**config.mk**
```make
export PLATFORM = sky130hd
export DESIGN_NAME = operand_collector
export DESIGN_NICKNAME = d
export VERILOG_FILES = /design/src/rtl/neuron_pkg.sv /design/src/rtl/tc2sm_conv.sv /design/src/rtl/operand_collector.sv
export SDC_FILE = /design/constraint.sdc
export NUM_CORES = 1
export LEC_CHECK = 0
export BUFFER_PORTS_ARGS = -buffer_cell sky130_fd_sc_hd__buf_2
export CAP_MARGIN = 40
export CORE_UTILIZATION = 51
export CTS_CLUSTER_SIZE = 40
export DETAILED_ROUTE_END_ITERATION = 12
export PLACE_DENSITY = 0.86
export SYNTH_ARGS = -nofsm -noshare
export SYNTH_HDL_FRONTEND = slang
export SYNTH_SLANG_ARGS = --single-unit
```
**constraint.sdc**
```tcl
create_clock -name clk -period 2.3 [get_ports clk]
set_input_delay 0.23 -clock clk [delete_from_list [all_inputs] [get_ports clk]]
set_output_delay 0.23 -clock clk [all_outputs]
set_load 0.01 [all_outputs]
```
**src/rtl/neuron_pkg.sv**
```systemverilog
// neuron_pkg
// Shared definitions for the neuron summation path.
//   M_DEF, N_DEF, INTBITS_DEF, FRACBITS_DEF : default frame geometry / number format
//   N_MAX                                   : widest word sm_normalize can handle
//   state_t                                 : operand collector FSM states
//   sm_normalize()                          : rewrites sign-magnitude negative zero as +0
package neuron_pkg;

  localparam int M_DEF        = 8;
  localparam int N_DEF        = 32;
  localparam int INTBITS_DEF  = 12;
  localparam int FRACBITS_DEF = 20;
  localparam int N_MAX        = 64;

  typedef enum logic {
    FILL = 1'b0,
    HOLD = 1'b1
  } state_t;

  // word holds a width-bit sign-magnitude value in its low bits (upper bits zero).
  // A set sign bit with an all-zero magnitude collapses to +0.
  function automatic logic [N_MAX-1:0] sm_normalize(input logic [N_MAX-1:0] word,
                                                    input int width);
    logic sign;
    logic mag_nz;
    sign   = 1'b0;
    mag_nz = 1'b0;
    for (int i = 0; i < N_MAX; i++) begin
      if (i < width - 1) mag_nz = mag_nz | word[i];
      if (i == width - 1) sign = word[i];
    end
    if (sign && !mag_nz) return '0;
    return word;
  endfunction

endpackage

```
**src/rtl/tc2sm_conv.sv**
```systemverilog
// tc2sm_conv
// Combinational n-bit two's-complement to sign-magnitude converter.
// Used by operand_collector only when OPERAND_COLLECTOR_TC2SM_EN is defined.
//   tc_word : two's-complement input
//   sm_word : sign-magnitude output; the most negative input saturates to
//             sign=1 with an all-ones magnitude, zero maps to +0
module tc2sm_conv #(
  parameter int n = 32
) (
  input  logic [n-1:0] tc_word,
  output logic [n-1:0] sm_word
);

  localparam int MW = n - 1;

  logic [MW-1:0] neg_mag;

  // Magnitude of a negative value: low bits of the two's-complement negation.
  assign neg_mag = ~tc_word[MW-1:0] + MW'(1);

  always_comb begin
    sm_word = tc_word;
    if (tc_word[n-1]) begin
      if (tc_word[MW-1:0] == '0) sm_word = '1;  // -2^(n-1) has no magnitude; saturate
      else                       sm_word = {1'b1, neg_mag};
    end
  end

endmodule

```
**src/rtl/operand_collector.sv**
```systemverilog
// operand_collector
// Packs a stream of n-bit sign-magnitude words into an m-slot frame for the
// neuron adder tree and holds the frame until the consumer takes it.
// Optional build macro: OPERAND_COLLECTOR_TC2SM_EN -- input words are two's
// complement and get converted to sign-magnitude on the write path.
//   clk, rst_n          : clock (rising edge), asynchronous active-low reset
//   in_valid/in_ready   : input word handshake; in_data word, in_last ends frame early
//   out_valid/out_ready : frame handshake
//   operand             : packed frame, slot k at operand[n*(k+1)-1 -: n]
//   out_count           : number of slots filled by real words
module operand_collector
  import neuron_pkg::*;
#(
  parameter int m        = M_DEF,
  parameter int n        = N_DEF,
  parameter int intbits  = INTBITS_DEF,
  parameter int fracbits = FRACBITS_DEF
) (
  input  logic                   clk,
  input  logic                   rst_n,
  input  logic                   in_valid,
  output logic                   in_ready,
  input  logic [n-1:0]           in_data,
  input  logic                   in_last,
  output logic                   out_valid,
  input  logic                   out_ready,
  output logic [n*m-1:0]         operand,
  output logic [$clog2(m+1)-1:0] out_count
);

  localparam int CW  = $clog2(m);
  localparam int OCW = $clog2(m+1);

  state_t         state_reg, state_next;
  logic [CW-1:0]  count_reg;
  logic [OCW-1:0] out_count_reg;
  logic [n-1:0]   slot_reg [m];

  logic [n-1:0]   conv_data;
  logic [n-1:0]   wdata;
  logic           accept;
  logic           frame_done;

`ifdef OPERAND_COLLECTOR_TC2SM_EN
  tc2sm_conv #(.n(n)) u_tc2sm_conv (
    .tc_word (in_data),
    .sm_word (conv_data)
  );
`else
  assign conv_data = in_data;
`endif

  assign wdata      = n'(sm_normalize(N_MAX'(conv_data), n));
  assign accept     = in_valid & in_ready;
  // The slot counter never passes m-1: the frame closes on that slot at the latest.
  assign frame_done = accept & (in_last | (count_reg == CW'(m - 1)));

  // State register
  always_ff @(posedge clk or negedge rst_n) begin
    if (!rst_n) state_reg <= FILL;
    else        state_reg <= state_next;
  end

  // Next-state logic
  always_comb begin
    state_next = state_reg;
    case (state_reg)
      FILL: if (frame_done) state_next = HOLD;
      HOLD: if (out_ready)  state_next = FILL;
      default: state_next = FILL;
    endcase
  end

  // Output decode
  always_comb begin
    in_ready  = 1'b0;
    out_valid = 1'b0;
    case (state_reg)
      FILL: in_ready  = 1'b1;
      HOLD: out_valid = 1'b1;
      default: in_ready = 1'b1;
    endcase
  end

  // Slot storage, counter and fill count
  always_ff @(posedge clk or negedge rst_n) begin
    if (!rst_n) begin
      for (int k = 0; k < m; k++) slot_reg[k] <= '0;
      count_reg     <= '0;
      out_count_reg <= '0;
    end else if (accept) begin
      for (int k = 0; k < m; k++) begin
        if (count_reg == CW'(k)) slot_reg[k] <= wdata;
      end
      if (frame_done) out_count_reg <= OCW'(count_reg) + OCW'(1);
      else            count_reg     <= count_reg + CW'(1);
    end else if (out_valid && out_ready) begin
      // Frame consumed: start the next one from a clean, zeroed frame.
      for (int k = 0; k < m; k++) slot_reg[k] <= '0;
      count_reg     <= '0;
      out_count_reg <= '0;
    end
  end

  genvar gi;
  generate
    for (gi = 0; gi < m; gi++) begin : g_pack
      assign operand[n*(gi+1)-1 -: n] = slot_reg[gi];
    end
  endgenerate

  assign out_count = out_count_reg;

endmodule
```
# After elaboration in Yosys (flattened, before gate mapping)
# Index checks and enable logic that the tools add are counted.
# word_totals
register_bits	264
latch_bits	0
ram_bits	0
rom_bits	0
input_bits	37
output_inout_bits	262
wordCells	103
n_memories	0
# op_classes
addsub	2
multipliers	0
div_mod_pow	0
magnitude_cmp	0
n_eq_ne	17
shift	0
muxes	24
bitwise_logic	34
n_reduce_logical	15
# ops
operator	n
$mux W256	2
$mux W32	10
$or A1 B1 Y1	31
$reduce_and A2 Y1	10
$ne A2 B1 Y1 const B	9
$eq A3 B3 Y1 const B	4
$mux W4	3
$mux W3	3
$eq A3 B2 Y1 const B	2
$mux W1	5
$add A3 B1 Y4 const B	1
$add A3 B1 Y3 const B	1
$eq A3 B1 Y1 const B	1
$logic_not A3 Y1	1
$and A1 B1 Y1	2
$logic_and A1 B1 Y1	2
$ne A2 B2 Y1 const B	1
$pmux W1 S2	1
$reduce_bool A2 Y1	1
$logic_not A1 Y1	1
$not A1 Y1	1

# Longest topological paths before layout
# Gate-level depths: netlist of the first run.
# logic_depth
word_depth	36
mapped_depth	7
ltp_nobuf	6

# Worst setup path before layout of the first run
# OpenSTA, ideal clock, no wires.
# synth_timing
kind	register to register
from	register count_reg[2]
to	register slot_reg, in the netlist operand[31]
setup_time_ns	0.125
arrival_time_ns	1.459
required_ns	2.175
slack_ns	0.716
stages_incl_launch_ff	7
path_buffers	2
period_less_slack_ns	1.584
path_cell_list	dfrtp_1 > buf_6 > nor3b_4 > and2_4 > nor2_2 > buf_6 > mux2_4
# synth_via
elab_chain_cells	3
# synth_lines
item	line	source
start, declared	operand_collector.sv:35	logic [CW-1:0] count_reg;
start signal, assigned	operand_collector.sv:96	else count_reg <= count_reg + CW'(1);
$logic_not A3 Y1	operand_collector.sv:93	if (count_reg == CW'(k)) slot_reg[k] <= wdata;
$ne A2 B1 Y1 (no line)	--	
$reduce_and A2 Y1 (no line)	--	
end signal, assigned by index	operand_collector.sv:93	
end, declared	operand_collector.sv:37	logic [n-1:0] slot_reg [m];
# No other way between the ends.
# A chain may end at the register's enable or synchronous reset.

# Worst setup path after layout of the first run
# layout_timing
from	register state_reg
to	register slot_reg, in the netlist operand[160]
# layout_via
elab_chain_cells	4
word_cells_on_any_way	8
cone_classes	eq/ne: 1; mux: 3; bitwise: 1; reduce/logical: 3
# layout_lines
item	line	source
start, declared	operand_collector.sv:34	state_t state_reg, state_next;
start signal, assigned	operand_collector.sv:61	else state_reg <= state_next;
$mux W1	operand_collector.sv:78	case (state_reg)
$and A1 B1 Y1 or $logic_and A1 B1 Y1 (tied branches)	operand_collector.sv:54, operand_collector.sv:97	
$ne A2 B1 Y1 (no line) or $reduce_bool A2 Y1 (tied branches)	--	
$reduce_and A2 Y1 (no line)	--	
# Parallel ways exist; a longest one is shown, timed or not.

==> impl_results.md, run 1 <==
* Status: finished, final reports clean
* First-pass iteration count of the detailed router at 5
* Syn Area/Cell at 10.79 um^2
* Sink Count at 264
* CTS tree: built
* Initial core utilization at 52.45%
* Layout Nets at 1265
* H-tree levels at 1
* Slowest CP cell: and2_1
* Psw at 4.840 mW
* Pint at 10.22 mW
* Total core area at 0.01883 mm^2
* GP Congestion at 0.8523
* Worst Path Max Fanout at 40
* Vias per cell at 5.291
* Drt drc at 0
* Max-cap violations at 0
* # resized after CTS at 0
* Via count at 7953
* Register area share after synthesis at 66.89%
* Rows at 50
* RSZ-0062 raised after global routing: false
* Dominant cells by area after synthesis: dfrtp_1, o21ai_0, nand2_1, mux2i_1, inv_1
* Final wirelength at 27.83 mm
* Area of the multi-input gates at 0.002902 mm^2
* Die area at 0.01992 mm^2
* Met3 wire length at 1.973 mm
* M1 WL at 10.90 mm
* TNS Setup at 0 ns
* Syn Inst Count at 915
* Comb power frac at 25.4%
* FF+latch count, synth at 264
* Worst slew pin tran at 0.7618 ns
* Period utilisation layout at 86.47%
* Switching share of power at 32.14%
* Clock slew at reported path FFs at 0.06 ns
* Max transition margin at 49.21%
* Worst reg2reg setup slack at 0.31 ns
* Setup violators final at 0
* Vias in the first global route at 8067
* Met2 WL at 14.04 mm
* GRT overflow at 0
* Min Hold Slack at 0.1097 ns
* Crit Path Class: reg2reg
* Die H at 141.2 um
* Pin count of the biggest net entering global routing at 85
* Max Clock Skew at 0.01993 ns
* Worst-case clock buffer depth at 3
* CTS buffer count at 27
* Post-Place Cells at 1449
* Count of input and output buffers at 298
* PwrDens at 1180 mW/mm^2
* Cell variety after synth at 32
* Yosys top cell area share at 66.89%
* Highest routed layer: met4
* Clock root buffer: clkbuf_16
* Max-slew violation count at 0
* Crit path arrival time at 2.36 ns
* Hpwl dp at 19.61 mm
* Io pins at 299
* Storage element area at 0.006606 mm^2
* Crit-path max cell delay at 0.68 ns
* Iteration-0 DRC Markers at 396
* Worst ir drop on vdd at 0.0006597 V
* Share of power burned in registers at 43.1%
* Wire per inst at 18.52 um
* Syn_nets at 958
* Final Non-Filler Cells at 1503
* Share of cells above drive strength 1 at 31.78%
* Synth area leader: dfrtp_1
* Worst-Skew Late Latency at 0.53 ns
* Fin. Hold Viols at 0
* Clock share of power at 31.4%
* First-pass GRT wire length at 43.44 mm
* Post-layout min period at 1.989 ns
* Max reg flops at 256
* ANT nets after route at 0
* YS warnings at 0
* FMAX at 0.5028 GHz
* DIE WIDTH at 141.2 um
* Cells along the critical path: and2_1, a31oi_4, buf_4, nand2_1, o21ai_0
* Overall routing resource usage at 28.40%
* Mapped Area at 0.009876 mm^2
* Initial antenna violation count at 0
* Area Growth Syn to Fin at 29.20%
* Diode count at 0
* CP required at 2.67 ns
* Crit end category: flip-flop
* Leakage at 6.825 nW
* Number of fill cells at 1381
* Crit path launch type: flip-flop
* Min-Delay Path Class: in2reg
-- Yosys cell counts --
cell type and count:
buf_6 3, nor2b_1 1, mux2i_1 29, nand4_1 2
buf_4 5, buf_1 1, nand2_1 254, and2_1 1
mux2_4 1, nor2_1 1, nand2b_1 1, nor3b_4 1
and2_4 1, o211a_1 1, inv_1 35, nand3_1 12
ha_1 6, a21oi_2 2, clkbuf_1 25, dfrtp_1 264
o31ai_1 3, o41ai_1 1, mux2_2 7, buf_2 19
o21ai_0 222, nor3_1 1, nor4_1 7, nor2_2 1
o21a_1 1, a31oi_4 3, o21ai_1 2, a21oi_4 2
-- worst paths after layout --
kind	start	endpoint	depth (start not counted)
max in group asynchronous	rst_n	operand[65]	3
min reg2reg	operand[98]	operand[98]	2
max	state_reg	operand[160]	5
min	in_last	state_reg	3
min in group asynchronous	rst_n	operand[94]	2
max reg2reg	state_reg	operand[160]	5
-- power by group through the flow --
stage | Combinational (mW) | Sequential, mW | Clock (mW)
floorplan | 1.39 | 7.03 | 0
global placement | 3.70 | 6.48 | 0
detailed placement | 3.83 | 6.53 | 0
CTS | 3.86 | 6.48 | 4.80
global route | 4.22 | 6.61 | 4.98
finish | 3.83 | 6.49 | 4.74
-- cell families (layout without fill, tap and decap cells) --
kind of cell             Yosys count  in the layout  synth area share (%)
flip-flops                       264            264                 66.89
multiplexers                      37             37                 3.890
AND/OR/NAND/NOR                  283            283                 11.45
AO/OA/AOI/OAI                    237            237                 13.00
adder cells (fa/ha/maj)            6              6                0.7601
buffers and inverters             88            416                 4.004
-- metrics by stage --
stage | power, mW | cell area [um^2] | util (%) | setup WS (ns)
2_1_floorplan | 8.414 | 9876 | - | 0.7156
3_3_place_gp | 10.18 | 11730 | 62.31 | 0.4039
3_5_place_dp | 10.36 | 11730 | 62.31 | 0.3417
4_1_cts | 15.14 | 12760 | 67.76 | 0.2723
5_1_grt | 15.81 | 12760 | 67.76 | 0.2107
6_report | 15.06 | 12760 | 67.76 | 0.3112
-- per-layer routing --
| layer | track usage [%] | up-vias |
|---|---|---|
| met3 | 5.707 | 71 |
| met1 | 35.21 | 3901 |
| met4 | 10.13 | 0 |
| li1 | - | 3637 |
| met2 | 49.45 | 344 |
| met5 | 0 | - |
-- layout by cell type, fill, tap and decap left out, types with 3 or more instances in the layout --
cell / n
clkbuf_8: 4
o21ai_0: 222
a31oi_4: 3
buf_2: 297
nand3_1: 12
nand2_1: 254
nor4_1: 7
buf_4: 25
bufinv_16: 6
buf_12: 4
mux2i_1: 29
a21oi_4: 4
o31ai_1: 3
mux2_2: 7
clkbuf_16: 27
inv_1: 35
clkinv_2: 9
dfrtp_1: 264
ha_1: 6
dlygate4sd3_1: 4
-- repair_timing --
action,CTS,global route
hold endpoints to repair,78,0
hold buffers,4,0
buffers inserted,0,0
-- worst max-delay path: cells and delay by family (launching register included) --
family,cells,cell delay [ns]
buf+inv,1,0.30
compound gates,2,0.22
simple gates,2,0.80
flops,1,0.51
-- area by class of cell --
class	instances	share of cell area (%)
Clock buffer	32	5.756
Clock inverter	18	1.971
Inverter	35	1.030
Multi-Input combinational cell	563	22.74
Sequential cell	264	51.78
Tap cell	260	2.550
Timing Repair Buffer	331	14.18
Power figures use the tool's default switching activity.
==> run 2, diff against run 1 <==
- BUFFER_PORTS_ARGS: -buffer_cell sky130_fd_sc_hd__buf_2 -> default
- CORE_UTILIZATION: 51 -> 55
- DONT_BUFFER_PORTS: default -> 1
- PLACE_DENSITY: 0.86 -> 0.77
==> run 2 against run 1 <==
The run now ends with negative hold slack left. First-iteration DRC count up 3.3%. Sequential power up 13%. Sequential share of layout area up 7.4 points. Critical endpoint is now state_reg.
==> impl_results.md, run 2 (synthesis gave the netlist of run 1 again) <==
* Die H at 136 um
* RSZ-0062 raised after global routing: false
* DP Area at 0.01017 mm^2
* H-tree levels at 1
* Via count at 6662
* Worst-case clock buffer depth at 3
* CP required at 2.70 ns
* Initial antenna violation count at 0
* Pint at 9.469 mW
* Cells along the critical path: buf_4, ha_1, ha_1, o21ai_0, o21ai_0, dlygate4sd3_1
* Iteration-0 DRC Markers at 409
* Post-Place Cells at 1115
* Slowest CP cell: dlygate4sd3_1
* Min-Delay Path Class: in2async
* GP Congestion at 0.8386
* Setup Buffers After CTS at 0
* Final Cell Area at 0.01117 mm^2
* Diode count at 0
* Clock root buffer: clkbuf_16
* Io pins at 299
* Drt drc at 0
* Setup violators final at 0
* Vias in the first global route at 6750
* Vias per cell at 5.718
* Final Non-Filler Cells at 1165
* Post-layout min period at 2.176 ns
* Status: finished with violations
* Crit end category: flip-flop
* Max-cap violations at 0
* Storage element area at 0.006606 mm^2
* Number of fill cells at 1310
* Switching share of power at 32.01%
* R2R Path Start: count_reg[0]
* Sink Count at 264
* Share of cells above drive strength 1 at 9.681%
* Fin. Hold Viols at 264
* Total core area at 0.01742 mm^2
* Clock share of power at 33.6%
* CTS buffer count at 25
* Layout Nets at 965
* Crit path arrival time at 2.58 ns
* Die area at 0.01850 mm^2
* Worst reg2reg setup slack at 0.12 ns
* Worst slew pin tran at 0.9508 ns
* Wire per inst at 22.49 um
* First-pass iteration count of the detailed router at 5
* CTS tree: built
* CTS Hold Buffers Added at 5
* Crit path launch type: flip-flop
* Final wirelength at 26.20 mm
* Crit Path Class: reg2reg
* Worst Path Max Fanout at 5
* Capture point of the worst reg-to-reg path: state_reg
* Worst ir drop on vdd at 0.0006837 V
* Area of the multi-input gates at 0.002902 mm^2
* Period utilisation layout at 94.59%
* Rows at 48
* ANT nets after route at 0
* Count of input and output buffers at 0
* Pin count of the biggest net entering global routing at 265
* DIE WIDTH at 136 um
* Area Growth Syn to Fin at 13.13%
* Max reg flops at 256
* Max transition margin at 36.03%
* Share of power burned in registers at 52.8%
* Max Clock Skew at 0.01442 ns
* Worst-Skew Late Latency at 0.52 ns
* First-pass GRT wire length at 39.27 mm
* Max-slew violation count at 0
* Hpwl dp at 17.84 mm
* TNS Setup at 0 ns
* Min Hold Slack at -0.5936 ns
* Cell count of the worst reg-to-reg path at 6
* GRT overflow at 0
* Clock slew at reported path FFs at 0.07 ns
* Comb power frac at 13.6%
* Crit path to: state_reg
* # resized after CTS at 0
* Commonest non-fill, non-tap cells in the layout: dfrtp_1, nand2_1, o21ai_0
* Worst Setup SP: count_reg[0]
* Initial core utilization at 56.70%
* Failing checks: negative hold slack
* Psw at 4.459 mW
* Overall routing resource usage at 28.53%
* FMAX at 0.4597 GHz
* Crit-path max cell delay at 0.58 ns
* PwrDens at 1247 mW/mm^2
* Leakage at 5.322 nW
* Commonest non-fill, non-tap cell in the layout: dfrtp_1
-- run 2: cell types whose count changed in the layout (fill, tap and decap cells not counted) --
cell	previous run	this run
buf_2	297	0
clkbuf_8	4	9
clkinv_2	9	4
clkbuf_16	27	25
clkinv_4	2	0
buf_12	4	3
buf_8	1	0
dlygate4sd3_1	4	5
inv_6	1	0
-- run 2: worst min-delay path by stage --
| stage | from | endpoint | slack, ns | depth (start not counted) |
|---|---|---|---|---|
| finish | rst_n | out_count[1] | -0.59 | 0 |
| global placement | rst_n | out_count[0] | -0.06 | 0 |
| floorplan | rst_n | count_reg[0] | -0.07 | 0 |
| global route | rst_n | out_count[0] | -0.61 | 0 |
| detailed placement | rst_n | operand[125] | -0.06 | 0 |
| CTS | rst_n | out_count[1] | -0.60 | 0 |
-- run 2: cell type report --
class | instances | area share [%]
flip-flops and latches | 264 | 59.13
inverters | 35 | 1.176
well taps | 225 | 2.520
multi-input cells | 563 | 25.97
repair buffers | 33 | 2.665
clock inverters | 10 | 1.792
clock buffers | 35 | 6.742
-- run 2: critical path, delay by kind of cell, from the launching register on --
family	cells	cell delay [ns]
flip-flops	1	0.38
adder cells (fa/ha/maj)	2	0.45
AO/OA/AOI/OAI	2	0.49
buffers and inverters	2	0.74
-- run 2: per-layer routing --
metal | share of wire (%) | global-route usage (%)
met3 | 11 | 9.284
met5 | 0 | 0
met1 | 39 | 35.07
met4 | 3.2 | 10.56
met2 | 47 | 46.95
-- run 2: stage by stage --
| stage | power [mW] | setup slack (ns) | utilization, % |
|---|---|---|---|
| floorplan | 8.414 | 0.7156 | - |
| global placement | 9.144 | 0.1833 | 58.27 |
| finish | 13.93 | 0.1245 | 64.15 |
| global route | 14.54 | 0.06182 | 64.15 |
| CTS | 13.99 | 0.1357 | 64.15 |
| detailed placement | 9.310 | 0.3336 | 58.38 |
-- run 2: power by group through the flow --
| stage | logic [mW] | registers (mW) | clock network [mW] |
|---|---|---|---|
| 3_3_place_gp | 1.76 | 7.39 | 0 |
| 6_report | 1.89 | 7.36 | 4.67 |
| 3_5_place_dp | 1.90 | 7.41 | 0 |
| 4_1_cts | 1.91 | 7.36 | 4.72 |
| 2_1_floorplan | 1.39 | 7.03 | 0 |
| 5_1_grt | 2.17 | 7.48 | 4.89 |
==> run 3, diff against run 2 <==
- HOLD_SLACK_MARGIN: default -> 0.05
- PLACE_DENSITY: 0.77 -> 0.7
- SKIP_LAST_GASP: default -> 1
==> run 3 against run 2 <==
The flow still finishes with violations (negative hold slack). Design area is 1.7% lower. Sequential share of layout area rose by 1.1 points. Register-to-register slack improved by 0.08 ns. Critical path depth down 1. Maximum frequency grew 3.9%. Die area unchanged. Largest cell class unchanged.
==> impl_results.md, run 3 (synthesis gave the netlist of run 1 again) <==
* Crit-path max cell delay at 0.57 ns
* Setup violators final at 0
* # resized after CTS at 0
* Commonest non-fill, non-tap cell in the layout: dfrtp_1
* Clock share of power at 30.3%
* Area Growth Syn to Fin at 11.15%
* Switching share of power at 32.98%
* Leakage at 5.211 nW
* Final Cell Area at 0.01098 mm^2
* H-tree levels at 1
* Fin. Hold Viols at 264
* Crit Path Class: reg2reg
* Min-Delay Path Class: in2async
* Worst slew pin tran at 0.7597 ns
* Io pins at 299
* Min Hold Slack at -0.5796 ns
* Drt drc at 0
* GRT overflow at 0
* Vias per cell at 5.641
* DP Area at 0.01013 mm^2
* Total core area at 0.01742 mm^2
* CTS tree: built
* Vias in the first global route at 6490
* DIE WIDTH at 136 um
* Share of power burned in registers at 56.0%
* Crit path arrival time at 2.48 ns
* Setup Buffers After CTS at 0
* Cell family with most CP delay: buffers and inverters
* Via count at 6521
* Number of fill cells at 1359
* CTS buffer count at 25
* Slowest CP cell: dlygate4sd3_1
* Worst ir drop on vdd at 0.0007285 V
* Initial antenna violation count at 0
* Max-slew violation count at 0
* CTS Hold Buffers Added at 6
* Layout Nets at 957
* Count of input and output buffers at 0
* Die H at 136 um
* Sink Count at 264
* Psw at 4.333 mW
* Final wirelength at 25.31 mm
* Die area at 0.01850 mm^2
* CP required at 2.69 ns
* Rows at 48
* Max transition margin at 49.35%
* TNS Setup at 0 ns
* Pin count of the biggest net entering global routing at 265
* Worst-Skew Late Latency at 0.51 ns
* Max-cap violations at 0
* Status: finished with violations
* Worst-case clock buffer depth at 3
* Hpwl dp at 17.26 mm
* Failing checks: negative hold slack
* Wire per inst at 21.89 um
* Iteration-0 DRC Markers at 330
* ANT nets after route at 0
* First-pass iteration count of the detailed router at 5
* Critical path buffers and inverters at 1
* PwrDens at 1197 mW/mm^2
* Clock slew at reported path FFs at 0.06 ns
* Comb power frac at 13.6%
* Clock root buffer: clkbuf_16
* Overall routing resource usage at 27.65%
* Max reg flops at 256
* Crit path launch type: flip-flop
* GP Congestion at 0.8152
* Cells along the critical path: ha_1, ha_1, o21ai_0, o21ai_0, dlygate4sd3_1
* First-pass GRT wire length at 38.37 mm
* Diode count at 0
* Post-layout min period at 2.094 ns
* FMAX at 0.4775 GHz
* Pint at 8.804 mW
* Share of cells above drive strength 1 at 8.056%
* Crit end category: flip-flop
* Storage element area at 0.006606 mm^2
* Commonest non-fill, non-tap cells in the layout: dfrtp_1, nand2_1, o21ai_0
* Worst Path Max Fanout at 6
* RSZ-0062 raised after global routing: false
* Area of the multi-input gates at 0.002902 mm^2
* Period utilisation layout at 91.05%
* Max Clock Skew at 0.01262 ns
* Initial core utilization at 56.70%
run 3: changes by cell type in the layout (fill, tap and decap cells not counted), sizes merged:
| cell | before | now |
|---|---|---|
| buf | 28 | 19 |
| bufinv | 6 | 2 |
| dlygate4sd3 | 5 | 6 |
| clkinvlp | 0 | 1 |
| clkinv | 4 | 6 |
run 3: final timing paths:
check	slack (ns)	startpoint	depth (start not counted)	to
max	0.21	count_reg[0]	5	state_reg
min	-0.58	rst_n	0	out_count[0]
max reg2reg	0.21	count_reg[0]	5	state_reg
min reg2reg	0.54	operand[77]	2	operand[77]
max in group asynchronous	2.26	rst_n	0	operand[55]
min in group clk	0.07	in_data[4]	2	operand[100]
run 3: per-layer routing:
metal	wire, um	GRT usage (%)	part of all wire, %
met5	0	0	0
met4	749	9.568	3.0
met3	2662	9.321	11
met2	12190	45.01	48
met1	9704	34.47	38
run 3: area by class of cell:
cell class / instances / share of cell area (%)
clock inverter: 9 / 0.8891
sequential: 264 / 60.18
timing repair buffer: 25 / 2.416
tap: 225 / 2.565
inverter: 35 / 1.197
clock buffer: 35 / 6.315
multi-input combinational: 563 / 26.43
run 3: metrics by stage:
step / setup WS, ns / std cells / power, mW / utilization, % / hold slack, ns
CTS: 0.2102 / 1156 / 13.25 / 63.02 / -0.6018
floorplan: 0.7156 / 915 / 8.414 / - / -0.06559
finish: 0.2058 / 1156 / 13.14 / 63.02 / -0.5796
global route: 0.06929 / 1156 / 13.79 / 63.02 / -0.6029
detailed placement: 0.2695 / 1106 / 9.239 / 58.14 / -0.05828
global placement: 0.3193 / 1106 / 9.122 / 58.14 / -0.06020
run 3: power by group through the flow:
stage	logic, mW	registers [mW]	clock network [mW]
after CTS	1.82	7.37	4.06
final	1.79	7.36	3.99
after global routing	2.06	7.50	4.23
after detailed placement	1.81	7.43	0
after floorplan	1.39	7.03	0
after global placement	1.70	7.42	0
run 3: worst register-to-register path, delay by kind of cell (launching register included):
kind,cells,cell delay (ns)
adders and majority gates,2,0.49
DFF,1,0.44
buffers and inverters,1,0.57
AOI/OAI and AO/OA,2,0.47
